==> config.mk <==
export PLATFORM = sky130hd
export DESIGN_NAME = display_arbiter
export DESIGN_NICKNAME = d
export VERILOG_FILES = /design/src/rtl/display_pkg.sv /design/src/rtl/rr_pick.sv /design/src/rtl/display_arbiter.sv
export SDC_FILE = /design/constraint.sdc
export NUM_CORES = 1
export LEC_CHECK = 0
export CORE_MARGIN = 5
export CORE_UTILIZATION = 50
export DETAILED_ROUTE_END_ITERATION = 12
export GPL_ROUTABILITY_DRIVEN = 0
export PLACE_DENSITY = 0.9
export RECOVER_POWER = 50
export SLEW_MARGIN = 0
export SYNTH_ARGS = -nofsm -noshare
export SYNTH_HDL_FRONTEND = slang
export SYNTH_HIERARCHICAL = 1
export SYNTH_SLANG_ARGS = --single-unit
==> constraint.sdc <==
create_clock -name clk -period 3.3 [get_ports clk]
set_clock_uncertainty 0.2 [all_clocks]
set_input_delay 0.495 -clock clk [delete_from_list [all_inputs] [get_ports clk]]
set_output_delay 0.495 -clock clk [all_outputs]
set_load 0.02 [all_outputs]
==> src/rtl/display_pkg.sv <==
// Shared constants and state encoding for the hex-display arbiter.
package display_pkg;

  localparam int unsigned DISP_W    = 16;
  localparam int unsigned N_REQ_DEF = 4;
  localparam int unsigned DWELL_DEF = 50_000_000;
  localparam int unsigned CNT_W_DEF = 26;

  localparam logic ST_IDLE = 1'b0;
  localparam logic ST_OWN  = 1'b1;

  typedef enum logic {
    StIdle = ST_IDLE,
    StOwn  = ST_OWN
  } state_e;

endpackage

==> src/rtl/rr_pick.sv <==
// Combinational round-robin search: first requester at or after start,
// optionally skipping one excluded index.
module rr_pick #(
  parameter int unsigned N_REQ = 4,
  parameter int unsigned IDX_W = $clog2(N_REQ)
) (
  input  logic [N_REQ-1:0] req,
  input  logic [IDX_W-1:0] start,
  input  logic [IDX_W-1:0] excl,
  input  logic             excl_en,
  output logic             found,
  output logic [IDX_W-1:0] idx
);

  int unsigned      c;
  logic [IDX_W-1:0] cand;

  always_comb begin
    found = 1'b0;
    idx   = '0;
    c     = 0;
    cand  = '0;
    for (int unsigned k = 0; k < N_REQ; k++) begin
      c = 32'(start) + k;
      if (c >= N_REQ) c = c - N_REQ;
      cand = IDX_W'(c);
      if (!found && req[cand] && !(excl_en && cand == excl)) begin
        found = 1'b1;
        idx   = cand;
      end
    end
  end

endmodule

==> src/rtl/display_arbiter.sv <==
// Round-robin owner of the shared hex display with minimum dwell time, lock
// and a one-cycle handover pulse. All outputs are registered.
module display_arbiter
  import display_pkg::*;
#(
  parameter int unsigned N_REQ = N_REQ_DEF,
  parameter int unsigned DWELL = DWELL_DEF,
  parameter int unsigned CNT_W = CNT_W_DEF,
  localparam int unsigned IDX_W = $clog2(N_REQ)
) (
  input  logic                    clk,
  input  logic                    reset,
  input  logic [N_REQ-1:0]        req,
  input  logic [DISP_W*N_REQ-1:0] req_data,
  input  logic                    lock,
  output logic [N_REQ-1:0]        grant,
  output logic [IDX_W-1:0]        owner,
  output logic [DISP_W-1:0]       disp_data,
  output logic                    disp_valid,
  output logic                    switch_pulse
);

  localparam logic [CNT_W-1:0] DWELL_MAX = CNT_W'(DWELL - 1);
  localparam logic [IDX_W-1:0] LAST_IDX  = IDX_W'(N_REQ - 1);

  state_e           state;
  logic [CNT_W-1:0] dwell_cnt;
  logic [IDX_W-1:0] rr_last;
  logic [IDX_W-1:0] start;
  logic [IDX_W-1:0] pick;
  logic             found;
  logic             expired;
  logic             take;
  logic [DISP_W-1:0] lane [N_REQ];

  for (genvar i = 0; i < N_REQ; i++) begin : g_lane
    assign lane[i] = req_data[i*DISP_W +: DISP_W];
  end

  assign start   = (rr_last == LAST_IDX) ? '0 : rr_last + 1'b1;
  assign expired = (dwell_cnt == DWELL_MAX);

  rr_pick #(
    .N_REQ (N_REQ),
    .IDX_W (IDX_W)
  ) u_rr_pick (
    .req     (req),
    .start   (start),
    .excl    (owner),
    .excl_en (state == StOwn),
    .found   (found),
    .idx     (pick)
  );

  // In OWN, found already means "others pending" since the owner is excluded.
  assign take = found && (state == StIdle || !req[owner] || (expired && !lock));

  always_ff @(posedge clk or posedge reset) begin
    if (reset) begin
      state        <= StIdle;
      grant        <= '0;
      owner        <= '0;
      disp_data    <= '0;
      disp_valid   <= 1'b0;
      switch_pulse <= 1'b0;
      dwell_cnt    <= '0;
      rr_last      <= LAST_IDX;
    end else begin
      switch_pulse <= 1'b0;
      if (take) begin
        state        <= StOwn;
        grant        <= N_REQ'(1) << pick;
        owner        <= pick;
        rr_last      <= pick;
        dwell_cnt    <= '0;
        disp_data    <= lane[pick];
        disp_valid   <= 1'b1;
        switch_pulse <= 1'b1;
      end else if (state == StOwn) begin
        if (!req[owner]) begin
          // Owner left with nobody waiting: disp_data and owner keep last values.
          state      <= StIdle;
          grant      <= '0;
          disp_valid <= 1'b0;
        end else begin
          disp_data <= lane[owner];
          if (!expired) dwell_cnt <= dwell_cnt + 1'b1;
        end
      end
    end
  end

endmodule

Word level (Yosys, flattened, before mapping)
Index checks and enable logic that the tools add are counted.
{ "totals": {"output_inout_bits": 24, "reg_bits": 53, "wordCells": 115} }
{ "op_classes": {"n_bitwise": 3, "n_mux": 46, "n_eq_ne": 8, "shifts": 1, "n_reduce_logical": 29, "n_addsub": 9, "order_cmp": 11} }
{ "op_table": {"columns": ["cell", "count"], "rows": [
  ["16-bit 2-to-1 mux", 7],
  ["26-bit 2-to-1 mux", 4],
  ["16-bit binary-select mux with 2-bit select", 2],
  ["26-bit by 1-bit adder with 26-bit output (second input constant)", 1],
  ["26-bit equality test (second input constant)", 1],
  ["2-bit 2-to-1 mux", 9],
  ["1-bit 2-to-1 mux", 16],
  ["3-bit >= comparator (second input constant)", 5],
  ["2-bit by 3-bit less-than comparator with 1-bit output (second input constant)", 5],
  ["1-bit logical AND", 13],
  ["4-bit 2-to-1 mux", 3],
  ["1-bit binary-select mux with 2-bit select", 5],
  ["1-bit logical NOT", 9],
  ["2-bit equality test", 4],
  ["2-bit by 1-bit subtractor with 2-bit output (second input constant)", 4],
  ["2-bit by 2-bit adder with 3-bit output (second input constant)", 2],
  ["2-bit NOT with 3-bit output", 2],
  ["2-bit AND reduction", 2],
  ["2-bit nonzero test", 2],
  ["1-bit by 2-bit << shifter with 4-bit output (first input constant)", 1],
  ["2-bit by 1-bit adder with 3-bit output (second input constant)", 1],
  ["2-bit by 3-bit >= comparator with 1-bit output (second input constant)", 1],
  ["3-bit AND reduction", 1],
  ["2-bit by 1-bit adder with 2-bit output (second input constant)", 1],
  ["5 further kinds", 6]
]} }

Logic depth before layout (Yosys ltp)
{ "depth": {"word_depth": 26, "mapped_depth": 11, "depth_no_buf": 9} }

Modules after synthesis
Netlist, hierarchy kept.
{ "by_module_without_submodules": {"columns": ["mod", "seq_area_each_um2", "instances", "cells_each", "area_each_um2"], "rows": [
  ["display_arbiter", 1328.8, 1, 335, 3647.2],
  ["rr_pick", 0.0, 1, 21, 158.9]
]} }

Worst setup path after synthesis
OpenSTA, ideal clock, no wires.
{ "synth_timing": {"kind": "register to register", "start": "reg rr_last[0]", "end": "reg disp_data[4]", "path_buffers": 1, "required_time_ns": 2.962, "synth_period_minus_slack_ns": 2.965, "path_slack_ns": 0.335, "setup_ns": 0.138, "path_stages_with_launch": 9, "arrival_time_ns": 2.627, "path_cell_list": "dfstp_2 ha_1 nand2_1 o211ai_1 a211oi_1 clkbuf_1 mux4_2 nand2_1 o211ai_1"} }
{ "synth_between": {"elab_chain_cells": 26, "elab_cells_between_ends": 65, "classes_between": "add/sub: 8; order compare: 4; eq/ne: 5; mux: 25; bitwise: 1; reduce/logical: 22"} }
{ "synth_rtl": {"columns": ["element", "line", "source"], "rows": [
  ["start, declared", "display_arbiter.sv:28", "logic [IDX_W-1:0] rr_last;"],
  ["start signal, assigned", "display_arbiter.sv:74", "rr_last <= pick;"],
  ["2-bit by 1-bit adder with 2-bit output or 2-bit equality test (tied branches)", "display_arbiter.sv:40", "assign start = (rr_last == LAST_IDX) ? '0 : rr_last + 1'b1;"],
  ["2-bit 2-to-1 mux (*)", "display_arbiter.sv:40", null],
  ["named net start[1]", "display_arbiter.sv:29", "logic [IDX_W-1:0] start;"],
  ["branches (longest 18 deep; another with 2-bit by 1-bit adder with 3-bit output)", null, null],
  ["2-bit 2-to-1 mux (*)", "rr_pick.sv:27", "if (!found && req[cand] && !(excl_en && cand == excl)) begin"],
  ["named net pick[0]", "display_arbiter.sv:30", "logic [IDX_W-1:0] pick;"],
  ["2-bit NOT with 3-bit output (implied by the code) (*)", "display_arbiter.sv:76", "disp_data <= lane[pick];"],
  ["16-bit binary-select mux with 2-bit select (*)", "display_arbiter.sv:76", null],
  ["16-bit 2-to-1 mux (implied by the code) (*) (2 in series)", "display_arbiter.sv:76", null],
  ["16-bit 2-to-1 mux (*)", "display_arbiter.sv:70", "if (take) begin"],
  ["end signal, assigned", "display_arbiter.sv:76", null],
  ["end signal, assigned", "display_arbiter.sv:86", "disp_data <= lane[owner];"],
  ["end, declared", "display_arbiter.sv:18", "output logic [DISP_W-1:0] disp_data,"]
]} }
Mark *: on every way through the listed nets, which the timed path passes. The select of a mux whose other input is x is not followed.
A chain may end at the register's enable or synchronous reset.

Final worst setup path
{ "layout_timing": {"start": "reg rr_last[1]", "end": "reg disp_data[2]"} }
The elaborated chain is that of the path after synthesis.

==> impl_summary.md <==
Status
The run finished with clean final reports.

Clock network
The longest clock path from root to sink contains 2 buffers. The number of setup buffers added after CTS is 3. After clock tree synthesis, the clock-pin slew on the worst setup and hold paths is between 0.1 and 0.15 ns. TritonCTS built the clock tree.

The total number of H-tree levels is 2. The number of buffers inserted for hold repair after clock tree synthesis is 0. Once the clock tree was built, the resizer swapped 0 gates to a different size. The library cell used as clock root buffer is clkbuf_8. The clock net in this run drives a total of 53 sinks. The number of clock buffers inserted by TritonCTS is 5. The clock network latency to the later pin of the worst-skew pair is roughly 0.32 ns.

Detailed routing
For this run, design rule violations remaining after detail routing come to 0. The per-cell via count in the routed design is around 6.4. The first-pass iteration count of the detailed router is 5. The violation count after the first detailed-routing iteration is 254. The via total after detailed routing is between 3000 and 4000. The final routed wirelength across all metal layers is roughly 11000 microns. In the final routed layout, each cell accounts on average for approximately 20 microns. The remaining antenna violation count after routing is 0.

Cells and area
The finished layout holds roughly 560 standard cells, fillers aside. The share of post-route cells with drive strength above 1 is 0.223. The diode insertion count for antenna repair is 0.

Once layout is complete, the utilization of the core stands at 0.694. The area added between synthesis and finish is 33.6%. Once layout is done, the placed cells without fillers occupy 0.00508 sq mm.

For this run, the post-layout net count is 534.

STA
The slack of the critical path is between 0.1 and 0.15 ns. The normalized max-slew margin is 0.187. The final-report max-slew violation count came to 0. The routed design could run at a clock period as short as around 3.2 ns. The share of the clock period used by the worst path after layout is 0.960. Setup repair after global routing left no endpoint under its margin. The fmax is roughly 320 MHz. The slew at the pin closest to its max-slew limit is ~1.2 ns. The worst hold slack is between 0.2 and 0.3 ns. The final-report hold violation count came to 0.

Setup violations remaining at the end of the flow were counted as 0. Adding up every negative setup slack in the final design gives 0 ns.

Worst hold path
The path class of the tightest hold or removal check is reg2reg. Counting instances, the worst hold path has a depth of 2.

Die
The site row count is 31. The die width is slightly below 100 microns. The total area inside the core boundary comes to between 0.007 and 0.008 sq mm. For this design the top-level I/O count stands at between 90 and 100. The area of the die is 0.00946 sq mm.

From bottom edge to top edge, the die measures between 90 and 100 microns. For this configuration, the core starts out at a cell density of 0.519.

Setup path
The worst setup path is captured at a flip-flop. At the worst endpoint, the arrival time is 3.17 ns. The worst setup path is launched from a flip-flop. The required time at the worst-slack endpoint is around 3.3 ns. The critical path is of the reg2reg type. The highest net fanout along the worst path is 10.

The number of cells on the worst reg-to-reg path is 9.

Synthesis
The gate count of the mapped netlist is around 360. The number of flops mapped to enable cells by yosys is 0. Of all flip-flops after synthesis, the portion carrying an async set or reset was 1.00. The proportion of synthesized chip area in sequential cells is 0.349. The post-synthesis net count is roughly 430.

The mapped netlist covers approximately 0.0038 sq mm. In the synthesized netlist the dominant register cell turns out to be dfrtp_1. The number of different library cells in the post-synthesis netlist is 59.

The count of yosys warnings during synthesis is 6. The average cell area after synthesis is approximately 11 sq um. Synthesis inferred 53 register bits.

Place
The count of buffers inserted at the top-level ports is 94. The final HPWL from detailed placement is roughly 8500 microns. The area after detailed placement is ~0.0050 sq mm. The total placed cells including tap cells is 550. At the placement stage, the worst setup path has a slack of -0.294 ns.

Pwr
The overall power after layout is 4.14 mW. The peak ir drop on the vdd network is around 0.72 mV. The leakage power summed over all cells is a little under 2 nW. The ratio of total power to cell area is 815 mW/mm^2.

Global routing
The wire length of the first global-routing pass is between 15000 and 20000 microns. The total global-route track usage is 0.236. The maximum number of pins on one net before global-route repair is 33. The final global-route overflow total is 0. The initial antenna violation count is 0.

The via count of the first global-routing pass came to 3614.

Flow run
Max-cap violations in this run came to 0.
## path summary, 6_finish.rpt
path / startpoint / to / slack [ns]
hold reg to reg: rr_last[0] / rr_last[0] / 0.28
setup reg to reg: rr_last[1] / disp_data[2] / 0.13
min in group asynchronous: reset / disp_data[15] / 0.48
hold / removal: rr_last[0] / rr_last[0] / 0.28
max in group asynchronous: reset / disp_data[13] / 0.88
setup / recovery: rr_last[1] / disp_data[2] / 0.13
## power by group
group	total [mW]	switching (mW)	leakage [nW]	internal, mW
clock	0.391	0.237	0.0447	0.154
sequential	0.961	0.122	0.683	0.839
combinational	2.79	1.43	1.24	1.36
## sequential cells by signal (all words and copies together) (netlist names)
signal        count
disp_valid        1
rr_last           2
dwell_cnt        26
owner             2
grant             4
disp_data        16
state             1
switch_pulse      1
## layout make-up
type / instances / area, sq um
flip-flops and latches: 53 / 1330
well taps: 99 / 124
multi-input cells: 274 / 2360
clock buffers: 5 / 68.8
repair buffers: 120 / 1150
inverters: 7 / 26.3
fillers: 500 / 2250
clock inverters: 3 / 25.0
## Yosys cell counts, drive strengths merged, types with 8 or more instances
cell,instances,area (sq um)
nand2,46,173
clkbuf,11,51.3
or3,8,55.1
nor2,19,71.3
mux2i,18,180
mux4,33,743
a21oi,16,106
buf,11,60.1
nand3,23,120
dfrtp,51,1280
or4,8,73.8
nand4,9,62.6
xnor2,10,87.6
o21ai,9,56.3
o211ai,19,143
## cell families (layout without fill, tap and decap cells)
| group | count (synthesis) | in the layout | share of synthesized area |
|---|---|---|---|
| AND/OR/NAND/NOR | 144 | 144 | 0.211 |
| AO/OA/AOI/OAI | 64 | 64 | 0.125 |
| flip-flops | 53 | 53 | 0.349 |
| multiplexers | 51 | 51 | 0.243 |
| buffers and inverters | 29 | 135 | 0.0362 |
| XOR/XNOR | 13 | 13 | 0.0299 |
| adder cells (fa/ha/maj) | 2 | 2 | 0.00657 |
## worst max-delay path, stage by stage, from the launching register on
cell	delay, ns
dfstp_2	0.57
ha_1	0.28
nand2_1	0.12
buf_4	0.11
o2bb2ai_1	0.07
a311oi_2	0.90
buf_4	0.34
mux4_2	0.31
nand2_1	0.08
o211ai_1	0.08
## cell usage in the layout, fill, tap and decap left out, types with 3 or more instances in the layout
cell,count
and4_2,3
or3_1,4
buf_4,22
a21oi_2,7
and2_1,3
or4_2,5
clkbuf_8,5
nand2b_1,3
nand3_1,22
a21oi_1,9
o22ai_1,3
o211ai_1,19
inv_1,6
xor2_1,3
mux2i_1,18
dfrtp_1,51
xnor2_1,10
o21ai_1,4
nor4_1,3
clkdlybuf4s50_1,81
nand3b_1,3
mux4_2,33
nand2_1,46
o21ai_0,4
o31ai_1,4
nor2_1,19
or3_2,4
nor3_1,5
nand4_1,8
o2111ai_1,3
dlygate4sd3_1,13
## metal layers
layer / part of all wire / track usage / up-vias
met5: 0 / 0 / -
met4: 0.046 / 0.104 / 0
met3: 0.046 / 0.0388 / 44
met2: 0.53 / 0.427 / 143
met1: 0.38 / 0.274 / 1777
li1: - / - / 1603
No activity file was read; power rests on OpenSTA's default activity.
